--- src/rtl/mult_pkg.sv ---
// Shared definitions for the HI/LO multiply controller.
//   XLEN      operand width (only 32 is supported)
//   ITER      shift-add iterations per multiply
//   CNT_W     width of the iteration counter
//   state_t   controller FSM encoding
//   magnitude absolute value of an operand, applied only to negative operands of MULT
package mult_pkg;

  localparam int XLEN  = 32;
  localparam int ITER  = 32;
  localparam int CNT_W = 6;

  typedef enum logic {
    IDLE = 1'b0,
    RUN  = 1'b1
  } state_t;

  function automatic logic [XLEN-1:0] magnitude(input logic [XLEN-1:0] v,
                                                input logic            is_signed);
    return (is_signed && v[XLEN-1]) ? -v : v;
  endfunction

endpackage

--- src/rtl/mult_core.sv ---
// Radix-2 shift-add multiply datapath (unsigned magnitudes only).
// Ports:
//   clk, rst        clock, synchronous active-high reset
//   load            capture operand magnitudes, clear accumulator and counter
//   step            perform one shift-add iteration
//   is_signed       operands are two's-complement (MULT)
//   opr1, opr2      multiplicand, multiplier
//   acc_next        accumulator value after the current iteration
//   last            the current iteration is the final one
module mult_core
  import mult_pkg::*;
(
  input  logic              clk,
  input  logic              rst,
  input  logic              load,
  input  logic              step,
  input  logic              is_signed,
  input  logic [XLEN-1:0]   opr1,
  input  logic [XLEN-1:0]   opr2,
  output logic [2*XLEN-1:0] acc_next,
  output logic              last
);

  logic [2*XLEN-1:0] mcand;
  logic [2*XLEN-1:0] acc;
  logic [XLEN-1:0]   mplier;
  logic [CNT_W-1:0]  cnt;

  // Exposed combinationally so the final product can be written on the
  // same edge that completes the last iteration.
  assign acc_next = mplier[0] ? (acc + mcand) : acc;
  assign last     = (cnt == CNT_W'(ITER - 1));

  always_ff @(posedge clk) begin
    if (rst) begin
      mcand  <= '0;
      mplier <= '0;
      acc    <= '0;
      cnt    <= '0;
    end else if (load) begin
      mcand  <= {{XLEN{1'b0}}, magnitude(opr1, is_signed)};
      mplier <= magnitude(opr2, is_signed);
      acc    <= '0;
      cnt    <= '0;
    end else if (step) begin
      acc    <= acc_next;
      mcand  <= mcand << 1;
      mplier <= mplier >> 1;
      cnt    <= cnt + CNT_W'(1);
    end
  end

endmodule

--- src/rtl/mult_ctrl.sv ---
// Multi-cycle MULT/MULTU controller owning the architectural HI/LO registers.
// Ports:
//   clk, rst                     clock, synchronous active-high reset
//   mult_start, mult_signed      multiply request and signedness
//   mult_opr1, mult_opr2         operands, sampled with mult_start
//   hilo_rd_req                  MFHI/MFLO needs HI/LO this cycle
//   hilo_wr_en/_sel/_data        MTHI/MTLO write (sel 1 = HI)
//   busy, stall_req, done        status, pipeline stall, product-written pulse
//   hi, lo                       architectural HI/LO
//
// state | meaning
// IDLE  | HI/LO stable, accepts mult_start and MTHI/MTLO
// RUN   | one shift-add iteration per cycle, 32 cycles
module mult_ctrl
  import mult_pkg::*;
#(
  parameter int XLEN = mult_pkg::XLEN
) (
  input  logic            clk,
  input  logic            rst,
  input  logic            mult_start,
  input  logic            mult_signed,
  input  logic [XLEN-1:0] mult_opr1,
  input  logic [XLEN-1:0] mult_opr2,
  input  logic            hilo_rd_req,
  input  logic            hilo_wr_en,
  input  logic            hilo_wr_sel,
  input  logic [XLEN-1:0] hilo_wr_data,
  output logic            busy,
  output logic            stall_req,
  output logic            done,
  output logic [XLEN-1:0] hi,
  output logic [XLEN-1:0] lo
);

  state_t            state;
  state_t            state_next;
  logic              neg_result;
  logic              accept;
  logic              finish;
  logic [2*XLEN-1:0] acc_next;
  logic [2*XLEN-1:0] product;
  logic              last;

  assign busy      = (state == RUN);
  assign accept    = mult_start && (state == IDLE);
  assign finish    = busy && last;
  assign stall_req = busy && (hilo_rd_req || hilo_wr_en || mult_start);
  assign product   = neg_result ? -acc_next : acc_next;

  mult_core u_core (
    .clk       (clk),
    .rst       (rst),
    .load      (accept),
    .step      (busy),
    .is_signed (mult_signed),
    .opr1      (mult_opr1),
    .opr2      (mult_opr2),
    .acc_next  (acc_next),
    .last      (last)
  );

  always_comb begin
    state_next = state;
    case (state)
      IDLE:    if (mult_start) state_next = RUN;
      RUN:     if (last)       state_next = IDLE;
      default: state_next = IDLE;
    endcase
  end

  always_ff @(posedge clk) begin
    if (rst) begin
      state      <= IDLE;
      neg_result <= 1'b0;
      done       <= 1'b0;
      hi         <= '0;
      lo         <= '0;
    end else begin
      state <= state_next;
      done  <= finish;
      if (accept) neg_result <= mult_signed && (mult_opr1[XLEN-1] ^ mult_opr2[XLEN-1]);
      if (finish) begin
        {hi, lo} <= product;
      end else if (hilo_wr_en && !busy) begin
        // A write coinciding with mult_start lands now; the product replaces it later.
        if (hilo_wr_sel) hi <= hilo_wr_data;
        else             lo <= hilo_wr_data;
      end
    end
  end

endmodule
--- config.mk ---
export PLATFORM = sky130hd
export DESIGN_NAME = mult_ctrl
export DESIGN_NICKNAME = d
export VERILOG_FILES = /design/src/rtl/mult_pkg.sv /design/src/rtl/mult_core.sv /design/src/rtl/mult_ctrl.sv
export SDC_FILE = /design/constraint.sdc
export NUM_CORES = 1
export LEC_CHECK = 0
export CAP_MARGIN = 20
export CORE_ASPECT_RATIO = 1.75
export CORE_MARGIN = 3
export CORE_UTILIZATION = 59
export CTS_CLUSTER_SIZE = 28
export DETAILED_ROUTE_END_ITERATION = 8
export PLACE_DENSITY = 0.83
export SKIP_CTS_REPAIR_TIMING = 1
export SLEW_MARGIN = 20
export SYNTH_ARGS = -nofsm -noshare
export SYNTH_HDL_FRONTEND = slang
export SYNTH_SLANG_ARGS = --single-unit
--- constraint.sdc ---
create_clock -name clk -period 5.1 [get_ports clk]
set_clock_uncertainty 0.1 [all_clocks]
set_input_delay 1.02 -clock clk [delete_from_list [all_inputs] [get_ports clk]]
set_output_delay 1.02 -clock clk [all_outputs]
set_load 0.005 [all_outputs]
==> impl_metrics.env <==
export IMPL_wirelength_met1_mm=21.5
export IMPL_ant_nets=0
export IMPL_ys_warn_count=0
export IMPL_synth_top_family_by_area="compound AO/OA/AOI/OAI gates"
export IMPL_grt_overflow=0
export IMPL_final_hold_violation_count=0
export IMPL_place_area_um2=19500
export IMPL_syn_nets=2504
export IMPL_yosys_area_share_simple_pct=21.6
export IMPL_critPathMaxStageDelay_ps=600
export IMPL_first_iter_violations=1561
export IMPL_synthXorXnorAreaFrac_pct=7.18
export IMPL_routed_via_density=6.63
export IMPL_gp_congestion=1.07
export IMPL_final_layout_size_suffix_gt1_share_pct=6.53
export IMPL_clk_pin_slew_ps=70
export IMPL_peakVddDrop_uv=289
export IMPL_nets=2602
export IMPL_synthTopCellsByArea="dfxtp_1 27%, nor2_1 7.8%, mux2i_1 6.7%"
export IMPL_wl_per_cell_um=23.7
export IMPL_wl_met3_mm=4.14
export IMPL_yosys_mux_area_fraction_pct=7.06
export IMPL_drt_wl_total_mm=67.0
export IMPL_dieArea_um2=32000
export IMPL_ctsRootBufferMaster="clkbuf_16"
export IMPL_timing_fmax_ghz=0.204
export IMPL_cts_buffer_depth=3
export IMPL_htree_levels=1
export IMPL_tns_ps=0
export IMPL_cp_required_ps=5420
export IMPL_synth_area_um2=17600
export IMPL_yosysTopAreaCell="dfxtp_1"
export IMPL_path_max_fanout=7
export IMPL_post_route_period_util_pct=96.1
export IMPL_slew_viol_final=0
export IMPL_syn2layout_area_growth_pct=16.1
export IMPL_ys_ff_latch=233
export IMPL_synth_edf_count=0
export IMPL_crit_type="reg2reg"
export IMPL_start_util_pct=59.8
export IMPL_maxUsedRoutingLayer="met4"
export IMPL_synth_compound_area_share_pct=28.5
export IMPL_syn_area_per_cell_um2=7.53
export IMPL_antenna_found_initial=0
export IMPL_ys_seq_area_share_pct=26.5
export IMPL_hpwl_mm=51.5
export IMPL_cellLeakagePower_nw=7.45
export IMPL_rows=83
export IMPL_cts_sinks=233
export IMPL_vias=18800
export IMPL_final_core_util_pct=69.4
export IMPL_fillers=2484
export IMPL_remaining_drc_errors=0
export IMPL_pin_count=170
export IMPL_yosys_area_share_adder_pct=4.89
export IMPL_slew_limit_headroom_pct=28.5
export IMPL_die_y_um=234
export IMPL_synthDistinctLibCells=101
export IMPL_die_x_um=136
export IMPL_crit_path_end_kind="register"
export IMPL_core_um2=29400
export IMPL_synth_most_common_cell="nor2_1"
export IMPL_synth_common_cells="366 x nor2_1, 233 x dfxtp_1, 215 x a21oi_1"
export IMPL_max_slew_worst_pin_slew_ps=1070
export IMPL_wl_met2_mm=32.7
export IMPL_firstDrtPassIters=6
export IMPL_maxCapViolCount=0
export IMPL_worstPathArrival_ps=5220
export IMPL_syn_inst=2333
export IMPL_pre_cts_ws_ps=274
export IMPL_synthFlopType="dfxtp_1"
export IMPL_grt_max_degree=110
export IMPL_cp_start_kind="register"
export IMPL_fin_ws_ps=200
export IMPL_layout_min_cycle_time_ps=4900
export IMPL_cts_tree="done"
export IMPL_synth_largest_type_area_fraction_pct=26.5
export IMPL_critPathTopFamily="compound AO/OA/AOI/OAI gates"
export IMPL_clock_latency_ps=570
export IMPL_path_cells="ha_1 -> a21oi_1 -> o21ai_0 -> a21oi_1 -> o22ai_1 -> o2111a_1 -> or2_2 -> o311ai_2 -> a32o_1 -> nand4_1 -> o41ai_1 -> xor2_1 -> o22ai_1"
export IMPL_cp_slowest_cell="dfxtp_1"
export IMPL_cts_buffers=25
export IMPL_rsz0062_at_grt="false"
export IMPL_final_setup_viol_count=0
export IMPL_antenna_cells=0
export IMPL_timing_hold_ws_ps=398
export IMPL_grt_usage_pct=40.5
export IMPL_hold_class="reg2reg"
export IMPL_grt_pass1_wl_mm=99.6
export IMPL_final_area_um2=20400
export IMPL_status="finished, final reports clean"
export IMPL_portBuffers=169
export IMPL_crit_buf_inv=0
export IMPL_async_reset_ff_share_pct=0
export IMPL_grt_pass1_vias=18000
export IMPL_pwr_density_cell_nw_per_um2=253
==> worst register-to-register path, cell delays in order, from the launching register on <==
cell,delay (ps)
dfxtp_1,600
ha_1,450
a21oi_1,420
o21ai_0,340
a21oi_1,350
o22ai_1,200
o2111a_1,340
or2_2,330
o311ai_2,270
a32o_1,290
nand4_1,310
o41ai_1,470
xor2_1,180
o22ai_1,90
==> per-stage QoR <==
step,power (mW),instances
after floorplan,2.78,2333
after global placement,3.20,2783
after detailed placement,3.23,2783
after CTS,5.12,2828
after global routing,5.32,2831
final,5.16,2831
==> layer usage <==
| layer | up-vias | global-route usage (%) |
|---|---|---|
| li1 | 8777 | - |
| met1 | 8734 | 38.3 |
| met2 | 882 | 70.7 |
| met3 | 372 | 6.91 |
| met4 | 0 | 41.6 |
| met5 | - | 0 |
==> power by group <==
part,leakage [nW],internal (mW),switching [mW]
Combinational,5.14,0.483,0.741
Clock,0.404,1.07,0.843
Sequential,1.90,1.91,0.109
Total,7.45,3.46,1.69
==> path summary, 6_finish.rpt <==
kind | startpoint | endpoint | slack (ps) | cells past startpoint
worst max-delay path | u_core.acc[15] | hi[28] | 200 | 13
worst min-delay path | u_core.mcand[63] | u_core.mcand[63] | 400 | 2
worst max register to register | u_core.acc[15] | hi[28] | 200 | 13
worst min register to register | u_core.mcand[63] | u_core.mcand[63] | 400 | 2
==> area by class of cell <==
class                           count  area (um2)  share of cell area [%]
Sequential cell                   233        4670                    22.9
Tap cell                          382         478                    2.34
Clock buffer                       32         692                    3.39
Clock inverter                     13         151                   0.742
Multi-Input combinational cell   1912       12200                    59.8
Timing Repair Buffer              217        2050                    10.0
Inverter                           42         158                   0.773
==> sequential cells by signal, indices dropped and copies added, names as in the netlist <==
register and cells:
u_core.cnt 6, u_core.mcand 64, done 1, busy 1
neg_result 1, u_core.acc 64, lo 32, hi 32
u_core.mplier 32
==> layout by cell type, fill, tap and decap left out, drive strengths merged, types with 63 or more instances in the layout <==
cell,instances
a21oi,218
dfxtp,233
o21ai,134
nand2,192
clkdlybuf4s50,167
nor3,63
xnor2,81
xor2,63
mux2i,119
nor2,366
a211oi,151
ha,67
==> cell families (layout without fill, tap and decap cells) <==
group | count (synthesis) | count (layout)
simple gates | 828 | 828
compound gates | 749 | 749
flops | 233 | 233
buf+inv | 188 | 304
xor+xnor | 144 | 144
mux | 123 | 123
fa+ha+maj | 68 | 68
No activity file was read; power rests on OpenSTA's default activity.
==> edit: new RTL, same settings <==
Change the package constant `CNT_W` from 6 to 3.
--- a/src/rtl/mult_pkg.sv
+++ b/src/rtl/mult_pkg.sv
@@ -8,7 +8,7 @@
 
   localparam int XLEN  = 32;
   localparam int ITER  = 32;
-  localparam int CNT_W = 6;
+  localparam int CNT_W = 3;
 
   typedef enum logic {
     IDLE = 1'b0,
Formal check against the unedited RTL: not equivalent (Yosys sat finds a counterexample within 10 cycles, from zero or initial values and one cycle with rst high).
==> edit against the unedited design <==
- count of clock-buffer cells in the layout grew 4
- sequential cell count shrank 3
- setup slack lost 25 ps
- synthesized area grew 0.74%
- final cell count grew 1.6%
- maximum frequency shrank 0.51%
- power shrank 2.7%
- die area grew 0.72%
- wire length grew 6.0%
- non-clock buffer count grew 15
- design area grew 0.85%
==> edit: results <==
metrics = {
    "outcome": {
        "status": "finished, final reports clean",
    },
    "logic_synthesis": {
        "yosys.area_share.xor_xnor": 0.0614,
        "synth_commonest_cells": "nor2_1 (387), dfxtp_1 (230), a21oi_1 (200), a211oi_1 (172), nand2_1 (165)",
        "muxShareOfSynthArea": 0.0729,
        "synth_cell_types": 84,
        "synth_nets": 2547,
        "yosys-top-cells-area": "dfxtp_1 (26%), nor2_1 (8.2%), a211oi_1 (7.3%)",
    },
    "min_path": {
        "worstHoldStart": "u_core.mplier[24]",
    },
    "detailed_routing": {
        "firstDrtPassIters": 8,
        "vias": 19400,
        "drtIter0Drc": 1542,
        "wl_per_cell_um": 24.7,
    },
    "placed_design": {
        "hpwl_um": 52800,
        "place.gp.congestion": 1.07,
        "place_ws_ps": 365,
    },
    "layout": {
        "layout.nets": 2648,
        "drive_gt1_frac": 0.0662,
        "fill_cells": 2513,
    },
    "global_routing": {
        "grt_pass1_wl_um": 107000,
        "antenna_found_initial": 3,
        "grt_max_degree": 95,
    },
    "setup_path": {
        "r2r-start": "u_core.acc[9]",
        "max_stage_delay_ps": 520,
        "arrival_ps": 5250,
    },
    "sta": {
        "worst_pin_slew_ps": 1190,
    },
    "pwr": {
        "vdd_ir_drop_max_uv": 258,
        "p_leak_nw": 7.71,
    },
    "clock_network": {
        "numCtsBuffers": 24,
    },
}
==> edit: cell types whose count changed in the layout (fill, tap and decap cells not counted), moves of 14 or more <==
cell and delta:
nor2_1 +21, nand2_1 -28, a21oi_1 -15, xnor2_1 -19, a211oi_1 +24, buf_4 +14
==> edit: cell type report <==
type,instances,area [um2],area share
Antenna cell,2,5.00,0.000243
Sequential cell,230,4610,0.224
Inverter,36,135,0.00657
Clock buffer,36,696,0.0338
Tap cell,382,478,0.0232
Timing Repair Buffer,232,2160,0.105
Multi-Input combinational cell,1952,12400,0.604
Clock inverter,7,67.6,0.00329
==> edit: cell families (layout without fill, tap and decap cells) <==
kind of cell / after synthesis / after routing
and+or+nand+nor: 885 / 885
AOI/OAI and AO/OA: 747 / 747
DFF: 230 / 230
buffers and inverters: 193 / 311
muxes: 127 / 127
xor gates and xnor gates: 124 / 124
adders and majority gates: 69 / 69
other: 0 / 2
==> edit: power by group through the flow <==
stage	Sequential (mW)	Combinational, mW	Clock [mW]
2_1_floorplan	1.98	0.774	0
3_3_place_gp	2.03	1.17	0
3_5_place_dp	2.03	1.20	0
4_1_cts	1.99	1.20	1.76
5_1_grt	2.01	1.34	1.82
6_report	2.01	1.25	1.77
==> edit: layer usage <==
| metal | routed length, um | vias to the layer above | share of wire | track usage |
|---|---|---|---|---|
| li1 | - | 9007 | - | - |
| met1 | 22500 | 9054 | 0.32 | 0.402 |
| met4 | 8480 | 2 | 0.12 | 0.400 |
| met3 | 5730 | 404 | 0.081 | 0.124 |
| met2 | 34300 | 931 | 0.48 | 0.724 |
| met5 | 8 | - | 0.00011 | 0 |
==> edit: worst max-delay path: cells and delay by family, from the launching register on <==
kind	cells	cell delay (ps)
xor+xnor	1	270
simple gates	4	1460
compound gates	7	2070
fa+ha+maj	1	350
flops	1	520
==> edit: final timing paths <==
path,endpoint,slack (ps),depth (start not counted)
setup / recovery,hi[26],180,13
setup reg to reg,hi[26],180,13
hold / removal,u_core.mplier[23],400,2
hold reg to reg,u_core.mplier[23],400,2
==> edit: metrics by stage <==
step           setup TNS, ps  cell area, um2  hold slack, ps  total power [mW]  std cells
2_1_floorplan              0           17700             352              2.75       2375
3_3_place_gp               0           19800             366              3.20       2831
3_5_place_dp               0           19800             384              3.23       2831
4_1_cts                    0           20500             397              4.96       2874
5_1_grt               -0.541           20600             422              5.17       2876
6_report                   0           20600             397              5.02       2877
